===== config.mk =====
export PLATFORM = sky130hd
export DESIGN_NAME = lsu_ctrl_flat
export DESIGN_NICKNAME = d
export VERILOG_FILES = /design/src/rtl/lsu_pkg.sv /design/src/rtl/lsu_if.sv /design/src/rtl/lsu_lane.sv /design/src/rtl/lsu_ctrl.sv /design/src/flat_wrapper.sv
export SDC_FILE = /design/constraint.sdc
export NUM_CORES = 1
export LEC_CHECK = 0
export BUFFER_PORTS_ARGS = -buffer_cell sky130_fd_sc_hd__buf_4
export CAP_MARGIN = 20
export CORE_UTILIZATION = 35
export DETAILED_ROUTE_END_ITERATION = 6
export PLACE_DENSITY_LB_ADDON = 0.2
export REMOVE_ABC_BUFFERS = 1
export SYNTH_ARGS = -nofsm -noshare
export SYNTH_HDL_FRONTEND = slang
export SYNTH_HIERARCHICAL = 1
export SYNTH_SLANG_ARGS = --single-unit

===== constraint.sdc =====
create_clock -name clk -period 2.2 [get_ports clk]
set_input_delay 0.22 -clock clk [delete_from_list [all_inputs] [get_ports clk]]
set_output_delay 0.22 -clock clk [all_outputs]
set_load 0.005 [all_outputs]

===== src/rtl/lsu_pkg.sv =====
// lsu_pkg: shared definitions for the load/store unit.
// Holds the operation encodings, the controller state encodings, lane
// widths and the alignment rule used to reject bad accesses.
package lsu_pkg;

    localparam int BYTE_W = 8;
    localparam int HALF_W = 16;

    // Operation encodings as issued by the CPU datapath
    localparam logic [2:0] OP_LW  = 3'd0;
    localparam logic [2:0] OP_LH  = 3'd1;
    localparam logic [2:0] OP_LHU = 3'd2;
    localparam logic [2:0] OP_LB  = 3'd3;
    localparam logic [2:0] OP_LBU = 3'd4;
    localparam logic [2:0] OP_SW  = 3'd5;
    localparam logic [2:0] OP_SH  = 3'd6;
    localparam logic [2:0] OP_SB  = 3'd7;

    // Controller states
    localparam logic [2:0] ST_IDLE   = 3'd0;
    localparam logic [2:0] ST_LOAD   = 3'd1;
    localparam logic [2:0] ST_WRITE  = 3'd2;
    localparam logic [2:0] ST_RMW_RD = 3'd3;
    localparam logic [2:0] ST_RMW_WR = 3'd4;
    localparam logic [2:0] ST_RESP   = 3'd5;

    // Word accesses need addr[1:0]==0, half accesses need addr[0]==0
    function automatic logic is_misaligned(input logic [2:0] op, input logic [1:0] lane);
        logic bad;
        case (op)
            OP_LW, OP_SW:          bad = (lane != 2'b00);
            OP_LH, OP_LHU, OP_SH:  bad = lane[0];
            default:               bad = 1'b0;
        endcase
        return bad;
    endfunction

endpackage


===== src/rtl/lsu_if.sv =====
// lsu_if: bundle of the CPU request/response handshake and the memory
// word port seen by the load/store unit.
//   master : CPU + memory environment (drives requests and mem_rd)
//   slave  : the load/store controller
interface lsu_if;
    logic        req_valid;
    logic        req_ready;
    logic [2:0]  req_op;
    logic [31:0] req_addr;
    logic [31:0] req_wdata;
    logic [31:0] req_pc;
    logic        resp_valid;
    logic [31:0] resp_rdata;
    logic        resp_err;
    logic        mem_we;
    logic [31:0] mem_addr;
    logic [31:0] mem_wd;
    logic [31:0] mem_rd;
    logic [31:0] mem_pc;

    modport master (
        output req_valid, req_op, req_addr, req_wdata, req_pc, mem_rd,
        input  req_ready, resp_valid, resp_rdata, resp_err,
               mem_we, mem_addr, mem_wd, mem_pc
    );

    modport slave (
        input  req_valid, req_op, req_addr, req_wdata, req_pc, mem_rd,
        output req_ready, resp_valid, resp_rdata, resp_err,
               mem_we, mem_addr, mem_wd, mem_pc
    );
endinterface


===== src/rtl/lsu_lane.sv =====
// lsu_lane: combinational little-endian lane logic.
//   op, lane    : operation and byte offset within the word
//   rd_word     : word read from memory (load path)
//   old_word    : word captured for read-modify-write
//   wdata       : low half of store data (SB uses [7:0], SH uses [15:0])
//   load_data   : extracted and sign/zero-extended load result
//   merge_data  : old_word with the addressed lane replaced by store data
module lsu_lane
    import lsu_pkg::*;
(
    input  logic [2:0]  op,
    input  logic [1:0]  lane,
    input  logic [31:0] rd_word,
    input  logic [31:0] old_word,
    input  logic [15:0] wdata,
    output logic [31:0] load_data,
    output logic [31:0] merge_data
);

    function automatic logic [31:0] extract(input logic [31:0] rd, input logic [1:0] ln,
                                            input logic [2:0] opc);
        logic [BYTE_W-1:0] b;
        logic [HALF_W-1:0] h;
        logic [31:0]       r;
        case (ln)
            2'd0:    b = rd[7:0];
            2'd1:    b = rd[15:8];
            2'd2:    b = rd[23:16];
            2'd3:    b = rd[31:24];
            default: b = rd[7:0];
        endcase
        h = ln[1] ? rd[31:16] : rd[15:0];
        case (opc)
            OP_LW:   r = rd;
            OP_LH:   r = {{16{h[15]}}, h};
            OP_LHU:  r = {16'h0000, h};
            OP_LB:   r = {{24{b[7]}}, b};
            OP_LBU:  r = {24'h00_0000, b};
            default: r = 32'h0000_0000;
        endcase
        return r;
    endfunction

    function automatic logic [31:0] merge(input logic [31:0] old, input logic [15:0] wd,
                                          input logic [1:0] ln, input logic [2:0] opc);
        logic [31:0] r;
        r = old;
        case (opc)
            OP_SB: begin
                case (ln)
                    2'd0:    r[7:0]   = wd[7:0];
                    2'd1:    r[15:8]  = wd[7:0];
                    2'd2:    r[23:16] = wd[7:0];
                    2'd3:    r[31:24] = wd[7:0];
                    default: r = old;
                endcase
            end
            OP_SH: begin
                if (ln[1]) begin
                    r[31:16] = wd;
                end else begin
                    r[15:0] = wd;
                end
            end
            default: r = old;
        endcase
        return r;
    endfunction

    assign load_data  = extract(rd_word, lane, op);
    assign merge_data = merge(old_word, wdata, lane, op);

endmodule


===== src/rtl/lsu_ctrl.sv =====
// lsu_ctrl: single-outstanding load/store initiator.
//   clk, reset : clock and synchronous active-high reset
//   bus        : lsu_if.slave -- request/response handshake plus the
//                memory word port (combinational read, write on clk edge)
// Sub-word stores are done as read-modify-write; misaligned accesses
// answer with resp_err one cycle after accept without touching memory.
module lsu_ctrl
    import lsu_pkg::*;
(
    input  logic  clk,
    input  logic  reset,
    lsu_if.slave  bus
);

    logic [2:0]  state_r;
    logic [2:0]  state_nxt_s;
    logic [2:0]  op_r;
    logic [31:0] addr_r;
    logic [31:0] wdata_r;
    logic [31:0] pc_r;
    logic [31:0] merge_buf_r;
    logic        resp_valid_r;
    logic        resp_err_r;
    logic [31:0] resp_rdata_r;
    logic        ready_s;
    logic        accept_s;
    logic        misaligned_s;
    logic [31:0] load_data_s;
    logic [31:0] merge_data_s;
    logic        mem_we_s;
    logic [31:0] mem_addr_s;
    logic [31:0] mem_wd_s;

    // A request arriving together with reset is dropped
    assign ready_s      = (state_r == ST_IDLE) && !reset;
    assign accept_s     = bus.req_valid && ready_s;
    assign misaligned_s = is_misaligned(bus.req_op, bus.req_addr[1:0]);

    lsu_lane u_lane (
        .op         (op_r),
        .lane       (addr_r[1:0]),
        .rd_word    (bus.mem_rd),
        .old_word   (merge_buf_r),
        .wdata      (wdata_r[15:0]),
        .load_data  (load_data_s),
        .merge_data (merge_data_s)
    );

    // Next-state decode
    always_comb begin
        state_nxt_s = state_r;
        case (state_r)
            ST_IDLE: begin
                if (accept_s) begin
                    if (misaligned_s) begin
                        state_nxt_s = ST_RESP;
                    end else begin
                        case (bus.req_op)
                            OP_LW, OP_LH, OP_LHU, OP_LB, OP_LBU: state_nxt_s = ST_LOAD;
                            OP_SW:                               state_nxt_s = ST_WRITE;
                            OP_SH, OP_SB:                        state_nxt_s = ST_RMW_RD;
                            default:                             state_nxt_s = ST_RESP;
                        endcase
                    end
                end else begin
                    state_nxt_s = ST_IDLE;
                end
            end
            ST_LOAD:   state_nxt_s = ST_RESP;
            ST_WRITE:  state_nxt_s = ST_RESP;
            ST_RMW_RD: state_nxt_s = ST_RMW_WR;
            ST_RMW_WR: state_nxt_s = ST_RESP;
            ST_RESP:   state_nxt_s = ST_IDLE;
            default:   state_nxt_s = ST_IDLE;
        endcase
    end

    // Memory port drive; idle and response cycles present all zeros
    always_comb begin
        mem_we_s   = 1'b0;
        mem_addr_s = 32'h0000_0000;
        mem_wd_s   = 32'h0000_0000;
        case (state_r)
            ST_LOAD, ST_RMW_RD: begin
                mem_addr_s = {addr_r[31:2], 2'b00};
            end
            ST_WRITE: begin
                mem_we_s   = 1'b1;
                mem_addr_s = {addr_r[31:2], 2'b00};
                mem_wd_s   = wdata_r;
            end
            ST_RMW_WR: begin
                mem_we_s   = 1'b1;
                mem_addr_s = {addr_r[31:2], 2'b00};
                mem_wd_s   = merge_data_s;
            end
            default: begin
                mem_we_s   = 1'b0;
                mem_addr_s = 32'h0000_0000;
                mem_wd_s   = 32'h0000_0000;
            end
        endcase
    end

    // State, request latches, merge buffer and registered response
    always_ff @(posedge clk) begin
        if (reset) begin
            state_r      <= ST_IDLE;
            op_r         <= 3'd0;
            addr_r       <= 32'h0000_0000;
            wdata_r      <= 32'h0000_0000;
            pc_r         <= 32'h0000_0000;
            merge_buf_r  <= 32'h0000_0000;
            resp_valid_r <= 1'b0;
            resp_err_r   <= 1'b0;
            resp_rdata_r <= 32'h0000_0000;
        end else begin
            state_r <= state_nxt_s;
            if (accept_s) begin
                op_r    <= bus.req_op;
                addr_r  <= bus.req_addr;
                wdata_r <= bus.req_wdata;
                pc_r    <= bus.req_pc;
            end
            if (state_r == ST_RMW_RD) begin
                merge_buf_r <= bus.mem_rd;
            end
            resp_valid_r <= (state_nxt_s == ST_RESP);
            // Only the accept path can reach RESP with an alignment error
            resp_err_r   <= accept_s && misaligned_s;
            // Result lives only in the RESP cycle; stores and errors return 0
            resp_rdata_r <= (state_r == ST_LOAD) ? load_data_s : 32'h0000_0000;
        end
    end

    assign bus.req_ready  = ready_s;
    assign bus.resp_valid = resp_valid_r;
    assign bus.resp_err   = resp_err_r;
    assign bus.resp_rdata = resp_rdata_r;
    // Reset must never let a half-finished store reach memory
    assign bus.mem_we     = mem_we_s && !reset;
    assign bus.mem_addr   = mem_addr_s;
    assign bus.mem_wd     = mem_wd_s;
    assign bus.mem_pc     = pc_r;

endmodule


===== src/flat_wrapper.sv =====
// flat-port wrapper written by rule: the top's interface ports become plain ports
module lsu_ctrl_flat import lsu_pkg::*;
  (clk, reset, bus_req_valid, bus_req_op, bus_req_addr, bus_req_wdata, bus_req_pc, bus_mem_rd, bus_req_ready, bus_resp_valid, bus_resp_rdata, bus_resp_err, bus_mem_we, bus_mem_addr, bus_mem_wd, bus_mem_pc);
  lsu_if bus_i ();
  input  logic clk;
  input  logic reset;
  input wire logic [$bits(bus_i.req_valid)-1:0] bus_req_valid;
  input wire logic [$bits(bus_i.req_op)-1:0] bus_req_op;
  input wire logic [$bits(bus_i.req_addr)-1:0] bus_req_addr;
  input wire logic [$bits(bus_i.req_wdata)-1:0] bus_req_wdata;
  input wire logic [$bits(bus_i.req_pc)-1:0] bus_req_pc;
  input wire logic [$bits(bus_i.mem_rd)-1:0] bus_mem_rd;
  output wire logic [$bits(bus_i.req_ready)-1:0] bus_req_ready;
  output wire logic [$bits(bus_i.resp_valid)-1:0] bus_resp_valid;
  output wire logic [$bits(bus_i.resp_rdata)-1:0] bus_resp_rdata;
  output wire logic [$bits(bus_i.resp_err)-1:0] bus_resp_err;
  output wire logic [$bits(bus_i.mem_we)-1:0] bus_mem_we;
  output wire logic [$bits(bus_i.mem_addr)-1:0] bus_mem_addr;
  output wire logic [$bits(bus_i.mem_wd)-1:0] bus_mem_wd;
  output wire logic [$bits(bus_i.mem_pc)-1:0] bus_mem_pc;
  assign bus_i.req_valid = bus_req_valid;
  assign bus_i.req_op = bus_req_op;
  assign bus_i.req_addr = bus_req_addr;
  assign bus_i.req_wdata = bus_req_wdata;
  assign bus_i.req_pc = bus_req_pc;
  assign bus_i.mem_rd = bus_mem_rd;
  assign bus_req_ready = bus_i.req_ready;
  assign bus_resp_valid = bus_i.resp_valid;
  assign bus_resp_rdata = bus_i.resp_rdata;
  assign bus_resp_err = bus_i.resp_err;
  assign bus_mem_we = bus_i.mem_we;
  assign bus_mem_addr = bus_i.mem_addr;
  assign bus_mem_wd = bus_i.mem_wd;
  assign bus_mem_pc = bus_i.mem_pc;
  lsu_ctrl u_core (.clk(clk), .reset(reset), .bus(bus_i));
endmodule

==> results.sh <==
export IMPL_layout_common_cells="buf_4 (283), nand2_1 (282), dfxtp_1 (163)"
export IMPL_hpwl_um=18130
export IMPL_design_core_area_sq_um=21890
export IMPL_cp_required_ps=1980
export IMPL_crit_type="reg -> out"
export IMPL_wl_per_cell_um=17.32
export IMPL_critPathMostFrequentCell="buf_6"
export IMPL_area_growth_pct=38.36
export IMPL_yosysWarnings=6
export IMPL_globalRouteTotalUtil=0.2243
export IMPL_io_buffers=263
export IMPL_crit_path_max_incr_delay_ps=390
export IMPL_drtIter0Drc=382
export IMPL_final_area_sq_um=10840
export IMPL_layout_commonest_cell="buf_4"
export IMPL_relSlewSlack=0.5821
export IMPL_cts_buffers=17
export IMPL_rr_endpoint="u_core/bus.resp_rdata[7]"
export IMPL_crit_chain="nand2_8 > nor3b_4 > buf_6 > mux2_4 > a22o_1 > buf_6"
export IMPL_final_nets=1344
export IMPL_holdPathStages=3
export IMPL_min_to="u_core/bus.mem_pc[30]"
export IMPL_dieHeight_um=151.6
export IMPL_cp_slowest_cell="dfxtp_4"
export IMPL_setup_viol=1
export IMPL_fmax_ghz=0.4525
export IMPL_htree_levels=4
export IMPL_hold_viol=0
export IMPL_worst_r2r_path_depth=7
export IMPL_r2r_setup_slack_ps=300
export IMPL_netlist_instances=975
export IMPL_start_kind="register"
export IMPL_start_util=0.3580
export IMPL_maxCapViolCount=0
export IMPL_rsz0062_at_grt="yes"
export IMPL_row_count=54
export IMPL_critical_path_arrival_ps=1990
export IMPL_clock_latency_ps=430
export IMPL_gr_total_overflow=0
export IMPL_ys_ff_latch=168
export IMPL_syn_area_sq_um=7838
export IMPL_synth_edf_count=0
export IMPL_cts_tree="yes"
export IMPL_antenna_found_initial=0
export IMPL_synth_cell_types=53
export IMPL_worst_slack_ps=-9.805
export IMPL_via_per_inst=5.084
export IMPL_grt_max_degree=114
export IMPL_outcome="finished with violations"
export IMPL_worst_pin_slew_ps=626.8
export IMPL_cts_sinks=168
export IMPL_drc_errors=0
export IMPL_synth_seq_area_share=0.4291
export IMPL_clock_skew_ps=11.22
export IMPL_grt_pass1_vias=7002
export IMPL_hp_class="in -> reg"
export IMPL_path_delay_family="flip-flops"
export IMPL_power_density_nw_per_um2=742.7
export IMPL_vias=7641
export IMPL_diodes=0
export IMPL_hold_start="bus_req_pc[30]"
export IMPL_die_w_um=151.6
export IMPL_maxSlewViolCount=0
export IMPL_finalCritPeriodShare=1.004
export IMPL_first_pass_iters=6
export IMPL_syn_area_per_cell_sq_um=8.038
export IMPL_irDropWorstVdd_mv=0.4794
export IMPL_crit_buf_inv=2
export IMPL_drive_above_1_share=0.3230
export IMPL_dpl_cell_area_sq_um=10010
export IMPL_ys_dominant_reg_cell="dfxtp_1"
export IMPL_crit_fanout=5
export IMPL_ant_nets=0
export IMPL_finalCriticalPeriod_ps=2210
export IMPL_clk_pin_slew_worst_paths_ps=70
export IMPL_dp_cells=1464
export IMPL_place_congestion=0.8731
export IMPL_clockBufferDepth=2
export IMPL_finalNonFillerCells=1503
export IMPL_die_area_sq_um=22990
export IMPL_ios=266
export IMPL_grt_pass1_wl_um=39140
export IMPL_cts_hold_buf=0
export IMPL_routed_wl_um=26040
export IMPL_rr_startpoint="u_core/op_r[1]"
export IMPL_crit_path_end_kind="output port"
export IMPL_cts_root_buf="clkbuf_16"
export IMPL_violations="negative setup slack"
export IMPL_leakage_nw=4.464
export IMPL_synthArstFlopShare=0
[sequential cells by signal (all words and copies together) (netlist names)]
signal and count:
u_core/op_r 3, u_core/bus.resp_valid 1, u_core/addr_r 32, u_core/bus.resp_rdata 32, u_core/wdata_r 32, u_core/merge_buf_r 32, u_core/bus.mem_pc 32, u_core/state_r 3
u_core/bus.resp_err 1
[synth_stat cells, types with 2 or more instances]
cell,instances,area (sq um)
nor2b_1,3,18.77
nor3b_1,9,67.56
o221ai_1,8,70.07
mux2_2,14,157.7
o22ai_1,8,50.05
a22oi_1,8,60.06
nand2_1,286,1074
o221a_2,8,90.09
dfxtp_1,168,3363
a31oi_1,9,56.30
buf_2,16,80.08
inv_1,16,60.06
nor2_1,24,90.09
o21a_1,2,15.01
nor3_1,2,10.01
a22o_1,32,280.3
a221o_1,8,80.08
nand2_4,2,22.52
buf_6,14,157.7
buf_4,7,52.55
clkbuf_1,45,168.9
mux2i_1,12,120.1
nand2b_1,2,12.51
nand3b_1,2,15.01
mux4_2,7,157.7
mux2_1,2,22.52
nand3_1,2,10.01
o21ai_0,24,120.1
and2_1,65,406.6
a21oi_1,147,735.7
[layout make-up]
cell class	count	area [sq um]
clock buffers	17	425.4
clock inverters	15	190.2
fillers	2235	11050
inverters	17	63.81
multi-input cells	708	4088
flip-flops and latches	168	3377
well taps	280	350.3
repair buffers	298	2350
[layer usage]
| metal | vias to the layer above | track usage | routed length [um] |
|---|---|---|---|
| met3 | 16 | 0.07305 | 2231 |
| met5 | - | 0 | 0 |
| met2 | 260 | 0.3611 | 12090 |
| li1 | 3766 | - | - |
| met1 | 3599 | 0.2869 | 11480 |
| met4 | 0 | 0.05792 | 238 |
[tightest hold or removal path, cell delays in order]
cell and delay (ps):
buf_4 110, nand2_1 40, a21oi_1 50
[metrics by stage]
step | TNS, ps | util | power, mW | hold slack, ps | setup slack [ps]
after floorplan | -36260 | - | 4.076 | 289.1 | -260.2
after global placement | 0 | 0.4572 | 4.900 | 437.4 | 164.2
after detailed placement | 0 | 0.4572 | 4.917 | 442.6 | 149.0
after CTS | -308.0 | 0.4902 | 8.139 | 3.854 | -27.26
after global routing | -419.9 | 0.4954 | 8.445 | 12.54 | -65.50
final | -9.805 | 0.4954 | 8.054 | 26.72 | -9.805
[logic make-up after synthesis]
group / after synthesis / synth area share
mux: 36 / 0.06034
compound gates: 262 / 0.2080
flops: 168 / 0.4291
other cells: 1 / 0.0004785
buf+inv: 100 / 0.06721
simple gates: 408 / 0.2348
[power breakdown]
part	total, mW	internal, mW	leakage (nW)	switching [mW]
Clock	3.18	1.82	0.298	1.36
Combinational	1.49	0.689	2.80	0.804
Sequential	3.38	3.24	1.37	0.146
[timing repair]
action,4_1_cts,5_1_grt
setup endpoints to repair,32,63
gates resized for setup,21,27
pin swaps,3,8
setup buffers,5,2
[worst max path at each step]
stage                      startpoint                to  slack [ps]  cells past startpoint
finish                 u_core/op_r[1]     bus_mem_wd[3]         -10                      6
global placement     u_core/addr_r[1]    bus_mem_wd[31]         160                      5
floorplan           u_core/state_r[0]  u_core/addr_r[0]        -260                      4
CTS                    u_core/op_r[2]    bus_mem_wd[24]         -30                      7
global route           u_core/op_r[1]     bus_mem_wd[2]         -70                      6
detailed placement   u_core/addr_r[1]    bus_mem_wd[31]         150                      5
Note: power is estimated with default switching activity, not from simulation.
